## src/rtl/gfx_pkg.sv

```systemverilog
// Shared graphics definitions: sprite DMA state encoding and ROM timing.
package gfx_pkg;

    typedef enum logic [2:0] {
        IDLE  = 3'd0,
        SCAN  = 3'd1,
        GRANT = 3'd2,
        READ  = 3'd3,
        END   = 3'd4
    } sprite_dma_state_t;

    localparam int ROM_LAT = 1;

    // A single-entry slot counter still needs one bit.
    function automatic int slot_width(input int n);
        return (n > 1) ? $clog2(n) : 1;
    endfunction

endpackage

```

## src/rtl/sprite_dma_hold.sv

```systemverilog
// Per-sprite line-data hold registers with a bypass of the live ROM word
// onto the slot that is currently being read.
module sprite_dma_hold
    import gfx_pkg::*;
#(
    parameter int NSPR  = 4,
    parameter int WIDTH = 8,
    parameter int SLOTW = 2
) (
    input  logic                  clk,
    input  logic                  rst_n,
    input  logic                  load,
    input  logic [SLOTW-1:0]      slot,
    input  logic [WIDTH-1:0]      rom_data,
    output logic [NSPR*WIDTH-1:0] data_out
);

    logic [NSPR-1:0][WIDTH-1:0] hold;

    always_ff @(posedge clk) begin
        if (!rst_n) begin
            hold <= '0;
        end else if (load) begin
            hold[slot] <= rom_data;
        end
    end

    // The engine samples during the read cycle, so it sees rom_data directly.
    always_comb begin
        data_out = hold;
        if (load) begin
            data_out[slot*WIDTH +: WIDTH] = rom_data;
        end
    end

endmodule

```

## src/rtl/sprite_dma.sv

```systemverilog
// Blanking-interval DMA that walks the enabled sprites, fetches one ROM line
// word per sprite and hands it to that sprite's engine.
module sprite_dma
    import gfx_pkg::*;
#(
    parameter int NSPR  = 4,
    parameter int WIDTH = 8,
    parameter int ADDRW = 9
) (
    input  logic                  clk,
    input  logic                  rst_n,
    input  logic                  line_start,
    input  logic                  window,
    input  logic [NSPR-1:0]       enable,
    input  logic [NSPR*ADDRW-1:0] base,
    input  logic [NSPR*ADDRW-1:0] pos,
    output logic [ADDRW-1:0]      rom_addr,
    input  logic [WIDTH-1:0]      rom_data,
    output logic [NSPR-1:0]       dma_avail,
    output logic [NSPR*WIDTH-1:0] data_out,
    output logic                  busy,
    output logic                  done,
    output logic [2:0]            dbg_state
);

    localparam int SLOTW = slot_width(NSPR);
    localparam logic [SLOTW-1:0] LAST_SLOT = SLOTW'(NSPR - 1);

    sprite_dma_state_t state, state_d;
    logic [SLOTW-1:0]  slot, slot_d;
    logic [NSPR-1:0]   mask, mask_d;
    logic [ADDRW-1:0]  base_sel, pos_sel;
    logic              load;

    always_ff @(posedge clk) begin
        if (!rst_n) begin
            state <= IDLE;
            slot  <= '0;
            mask  <= '0;
        end else begin
            state <= state_d;
            slot  <= slot_d;
            mask  <= mask_d;
        end
    end

    // A window drop during GRANT still lets READ finish; READ then ends the line.
    always_comb begin
        state_d = state;
        slot_d  = slot;
        mask_d  = mask;
        case (state)
            IDLE: begin
                if (line_start && window) begin
                    mask_d  = enable;
                    slot_d  = '0;
                    state_d = SCAN;
                end
            end
            SCAN: begin
                if (!window) begin
                    state_d = END;
                end else if (mask[slot]) begin
                    state_d = GRANT;
                end else if (slot == LAST_SLOT) begin
                    state_d = END;
                end else begin
                    slot_d = slot + 1'b1;
                end
            end
            GRANT: state_d = READ;
            READ: begin
                if (slot == LAST_SLOT || !window) begin
                    state_d = END;
                end else begin
                    slot_d  = slot + 1'b1;
                    state_d = SCAN;
                end
            end
            END:     state_d = IDLE;
            default: state_d = IDLE;
        endcase
    end

    assign base_sel = base[slot*ADDRW +: ADDRW];
    assign pos_sel  = pos[slot*ADDRW +: ADDRW];

    always_comb begin
        dma_avail = '0;
        rom_addr  = '0;
        if (state == GRANT) begin
            dma_avail[slot] = 1'b1;
            rom_addr        = base_sel + pos_sel;
        end
        load      = (state == READ);
        busy      = (state != IDLE);
        done      = (state == END);
        dbg_state = state;
    end

    sprite_dma_hold #(
        .NSPR  (NSPR),
        .WIDTH (WIDTH),
        .SLOTW (SLOTW)
    ) u_hold (
        .clk      (clk),
        .rst_n    (rst_n),
        .load     (load),
        .slot     (slot),
        .rom_data (rom_data),
        .data_out (data_out)
    );

endmodule

```

## config.mk

```make
export PLATFORM = sky130hd
export DESIGN_NAME = sprite_dma
export DESIGN_NICKNAME = d
export VERILOG_FILES = /design/src/rtl/gfx_pkg.sv /design/src/rtl/sprite_dma_hold.sv /design/src/rtl/sprite_dma.sv
export SDC_FILE = /design/constraint.sdc
export NUM_CORES = 1
export LEC_CHECK = 0
export ABC_AREA = 1
export CAP_MARGIN = 20
export CELL_PAD_IN_SITES_DETAIL_PLACEMENT = 1
export CELL_PAD_IN_SITES_GLOBAL_PLACEMENT = 2
export CORE_MARGIN = 5
export CORE_UTILIZATION = 19
export DETAILED_ROUTE_END_ITERATION = 16
export GPL_ROUTABILITY_DRIVEN = 0
export PLACE_DENSITY = 0.82
export SLEW_MARGIN = 0
export SYNTH_ARGS = -nofsm -noshare
export SYNTH_HDL_FRONTEND = slang
export SYNTH_SLANG_ARGS = --single-unit
export TNS_END_PERCENT = 20
```

## constraint.sdc

```tcl
create_clock -name clk -period 3 [get_ports clk]
set_clock_uncertainty 0.15 [all_clocks]
set_input_delay 0.6 -clock clk [delete_from_list [all_inputs] [get_ports clk]]
set_output_delay 0.6 -clock clk [all_outputs]
set_load 0.05 [all_outputs]
```

==> results.txt <==
Starting density of the core - 19.3%
Via Count - 4059
Final antenna-violating net count - 0
Vias/cell - 4.64
Maximum frequency from static timing analysis - 319 MHz
Area enclosed by the die boundary - 18600 um^2
Filler Cell Count - 1893
Most frequent cells after synthesis - sky130_fd_sc_hd__o21ai_0 (89), sky130_fd_sc_hd__nand2_1 (76), sky130_fd_sc_hd__nor2_1 (57), sky130_fd_sc_hd__inv_1 (52), sky130_fd_sc_hd__a21oi_1 (47)
Async SR Flop Fraction - 0%
Fraction of the yosys area taken by sequential cells - 27.0%
Max IR drop VDD - 0.215 mV
Antenna violations before repair - 0
Violation count after the first detailed-route iteration - 170
Number of library cell types mapped by synthesis - 27
Internal power summed over all cells - 0.00164 W
# Max-Cap Violations - 0
Post-synthesis net count - 593
Largest driver fanout on the critical path - 5
Iteration count of the initial detailed-routing pass - 4
CTS tree - done
Combined global-route utilization of all metal layers - 15.5%
Buffer type at the clock tree root - sky130_fd_sc_hd__clkbuf_16
Width of the die - 137 um
Area added between synthesis and finish - 101%
Leading cell types by total area after synthesis - sky130_fd_sc_hd__dfxtp_1 (27%), sky130_fd_sc_hd__o21ai_0 (15%), sky130_fd_sc_hd__nand2_1 (9.4%)
Total of buffers placed on input and output ports - 137
Run status - complete, but fails checks
CP arrival - 2.39 ns
Count of unresolved DRC violations after routing - 0
Clock tree buffer depth - 2
Final Net Count - 762
Final Slew Violations - 0
Top-count cell post-synth - sky130_fd_sc_hd__o21ai_0
Clock power share - 23.4%
Portion of total power attributed to sequential cells - 21.0%
Setup-violating endpoint count in the final report - 7
Syn_area_per_cell - 6.22 um^2
Wire length reported by the detailed router - 14600 um
Endpoint kind of the worst setup timing path - output port
Pin count of the biggest net entering global routing - 34
Std cell rows - 46
Cell area after synthesis - 3040 um^2
Minimum setup slack among reg-to-reg paths - 0.89 ns
Class of the tightest hold or removal check - reg2reg
Core region area - 15800 um^2
Area share of the leading cell type in the synthesized netlist - 27.0%
Most common flop cell mapped by yosys - sky130_fd_sc_hd__dfxtp_1
Tmin final - 3.14 ns
CTS H-Tree Depth - 2
Transition time at the pin with the least slew margin - 0.549 ns
Max transition margin - 63.3%
Cells after DPL - 858
Total clock buffers created by CTS - 5
Pwr dens - 452 nW/um^2
TritonCTS Sinks - 41
Via count of the first global-routing pass - 4429
Final cell count without fillers - 875
Congestion Overflow GR - 0
Fraction of the cycle the final worst path needs - 105%
Clock Pin Slew Worst Setup and Hold Paths - 0.06 ns
Fraction of power spent switching nets - 40.5%
Type of the worst setup path - reg2out
Critical path startpoint category - flip-flop
Leak pwr - 2.54 nW
Post-route worst hold slack - 0.303 ns
Setup repair after global routing missed its margin - yes
Detail-routed net length per standard cell - 16.7 um
Ratio of cells with drive above 1 in the final layout - 31.1%
Power share of the combinational group - 55.6%
Synth Instances - 489
Worst skew pair latency - 0.28 ns
Final hold violation count - 0
Cell type contributing the most total cell area after synthesis - sky130_fd_sc_hd__dfxtp_1
Hold buffer count at CTS - 0
Data required time of the worst path - 2.25 ns
Antenna Diode Count - 0
Detail Placement HPWL - 11400 um
Number of ports placed on the die boundary - 138
Global-route wire length before repair - 23300 um
Synthesis warning total - 0
Register bit count reported by yosys - 41
Violated checks - setup timing
Final critical-path setup slack - -0.139 ns
Number of flops mapped to enable cells by yosys - 0
Die Ht - 137 um
Switching power - 0.00112 W
[stage by stage]
stage / instance area, um^2 / utilization (%) / TNS [ns] / setup WS [ns] / total power, W
2_1_floorplan: 3320 / - / -1.20 / -0.126 / 0.00128
3_3_place_gp: 5560 / 35.3 / -3.20 / -0.515 / 0.00178
3_5_place_dp: 5560 / 35.3 / -3.43 / -0.539 / 0.00181
4_1_cts: 6010 / 38.1 / -0.629 / -0.128 / 0.00272
5_1_grt: 6100 / 38.7 / -1.88 / -0.262 / 0.00295
6_report: 6100 / 38.7 / -0.769 / -0.139 / 0.00276
[state kept, by name (all words and copies together) (netlist names)]
signal       count
dbg_state        3
mask             4
slot             2
u_hold.hold     32
[cell families after synthesis]
family | share of synthesized area (%)
and+or+nand+nor | 25.4
xor gates and xnor gates | 1.15
AOI/OAI and AO/OA | 29.1
adders and majority gates | 6.83
buffers and inverters | 10.6
DFF | 27.0
[critical path, stage by stage (launching register included)]
cell,delay (ns)
sky130_fd_sc_hd__dfxtp_4,0.39
sky130_fd_sc_hd__buf_4,0.15
sky130_fd_sc_hd__buf_4,0.15
sky130_fd_sc_hd__nor2_4,0.08
sky130_fd_sc_hd__o22ai_2,0.09
sky130_fd_sc_hd__buf_4,0.15
sky130_fd_sc_hd__fa_2,0.40
sky130_fd_sc_hd__nand3_2,0.08
sky130_fd_sc_hd__nand2_2,0.07
sky130_fd_sc_hd__nand2_2,0.08
sky130_fd_sc_hd__nand3_4,0.08
sky130_fd_sc_hd__nand3_2,0.08
sky130_fd_sc_hd__nand2_2,0.06
sky130_fd_sc_hd__nor2_4,0.10
sky130_fd_sc_hd__buf_12,0.14
[power groups by stage]
| stage | combinational [W] | sequential, W | clock, W |
|---|---|---|---|
| 6_report | 0.00153 | 0.000580 | 0.000645 |
| 5_1_grt | 0.00168 | 0.000582 | 0.000682 |
| 4_1_cts | 0.00148 | 0.000580 | 0.000656 |
| 3_5_place_dp | 0.00122 | 0.000590 | 0 |
| 3_3_place_gp | 0.00119 | 0.000589 | 0 |
| 2_1_floorplan | 0.000691 | 0.000593 | 0 |
[repair_timing]
action / 4_1_cts / 5_1_grt
pin swaps: 61 / 13
endpoints found under the setup margin: 40 / 29
resized for setup: 116 / 27
buffers inserted: 8 / 1
[cells in the final DEF, fill, tap and decap left out, types with 3 or more instances in the layout]
master,synthesis,final
sky130_fd_sc_hd__clkdlybuf4s50_1,0,66
sky130_fd_sc_hd__nand2_1,76,62
sky130_fd_sc_hd__inv_1,52,50
sky130_fd_sc_hd__nor2_1,57,48
sky130_fd_sc_hd__buf_4,0,45
sky130_fd_sc_hd__buf_12,0,44
sky130_fd_sc_hd__o21ai_0,89,40
sky130_fd_sc_hd__dfxtp_1,41,39
sky130_fd_sc_hd__a21oi_1,47,38
sky130_fd_sc_hd__o21ai_2,0,28
sky130_fd_sc_hd__dlygate4sd2_1,0,23
sky130_fd_sc_hd__o21ai_1,0,21
sky130_fd_sc_hd__nand3_1,26,18
sky130_fd_sc_hd__nand2_2,0,14
sky130_fd_sc_hd__o22ai_1,16,13
sky130_fd_sc_hd__ha_1,15,10
sky130_fd_sc_hd__nand4_1,9,9
sky130_fd_sc_hd__a21oi_2,0,9
sky130_fd_sc_hd__nor2_4,1,7
sky130_fd_sc_hd__o41ai_4,0,7
sky130_fd_sc_hd__nand3_2,0,7
sky130_fd_sc_hd__buf_6,0,6
sky130_fd_sc_hd__nor2_2,2,5
sky130_fd_sc_hd__nor3_2,0,5
sky130_fd_sc_hd__clkbuf_16,0,5
sky130_fd_sc_hd__nor3_1,9,4
sky130_fd_sc_hd__xor2_1,4,4
sky130_fd_sc_hd__inv_2,2,3
sky130_fd_sc_hd__o22ai_2,0,3
sky130_fd_sc_hd__ha_4,0,3
sky130_fd_sc_hd__clkdlybuf4s15_1,0,3
[metal layers]
metal	vias to the layer above	part of all wire, %	global-route usage (%)
li1	1993	-	-
met1	1958	44	19.4
met2	104	50	28.4
met3	4	6.0	3.01
met4	0	0.27	1.79
met5	-	0	0
[cell type report]
class	instances	area [um^2]	share of cell area [%]
flip-flops and latches	41	826	13.5
multi-input cells	365	2410	39.4
inverters	58	248	4.06
well taps	216	270	4.43
clock inverters	1	30.0	0.492
clock buffers	7	143	2.34
repair buffers	187	2180	35.7
[final timing paths]
| check | from | end | depth (start not counted) |
|---|---|---|---|
| hold reg to reg | mask[2]$_SDFFE_PN0P_ | mask[2]$_SDFFE_PN0P_ | 2 |
| hold / removal | mask[2]$_SDFFE_PN0P_ | mask[2]$_SDFFE_PN0P_ | 2 |
| setup / recovery | slot[0]$_SDFFE_PN0P_ | rom_addr[8] | 14 |
| setup reg to reg | slot[0]$_SDFFE_PN0P_ | u_hold.hold[17]$_SDFFE_PN0P_ | 7 |
Note: power is estimated with default switching activity, not from simulation.
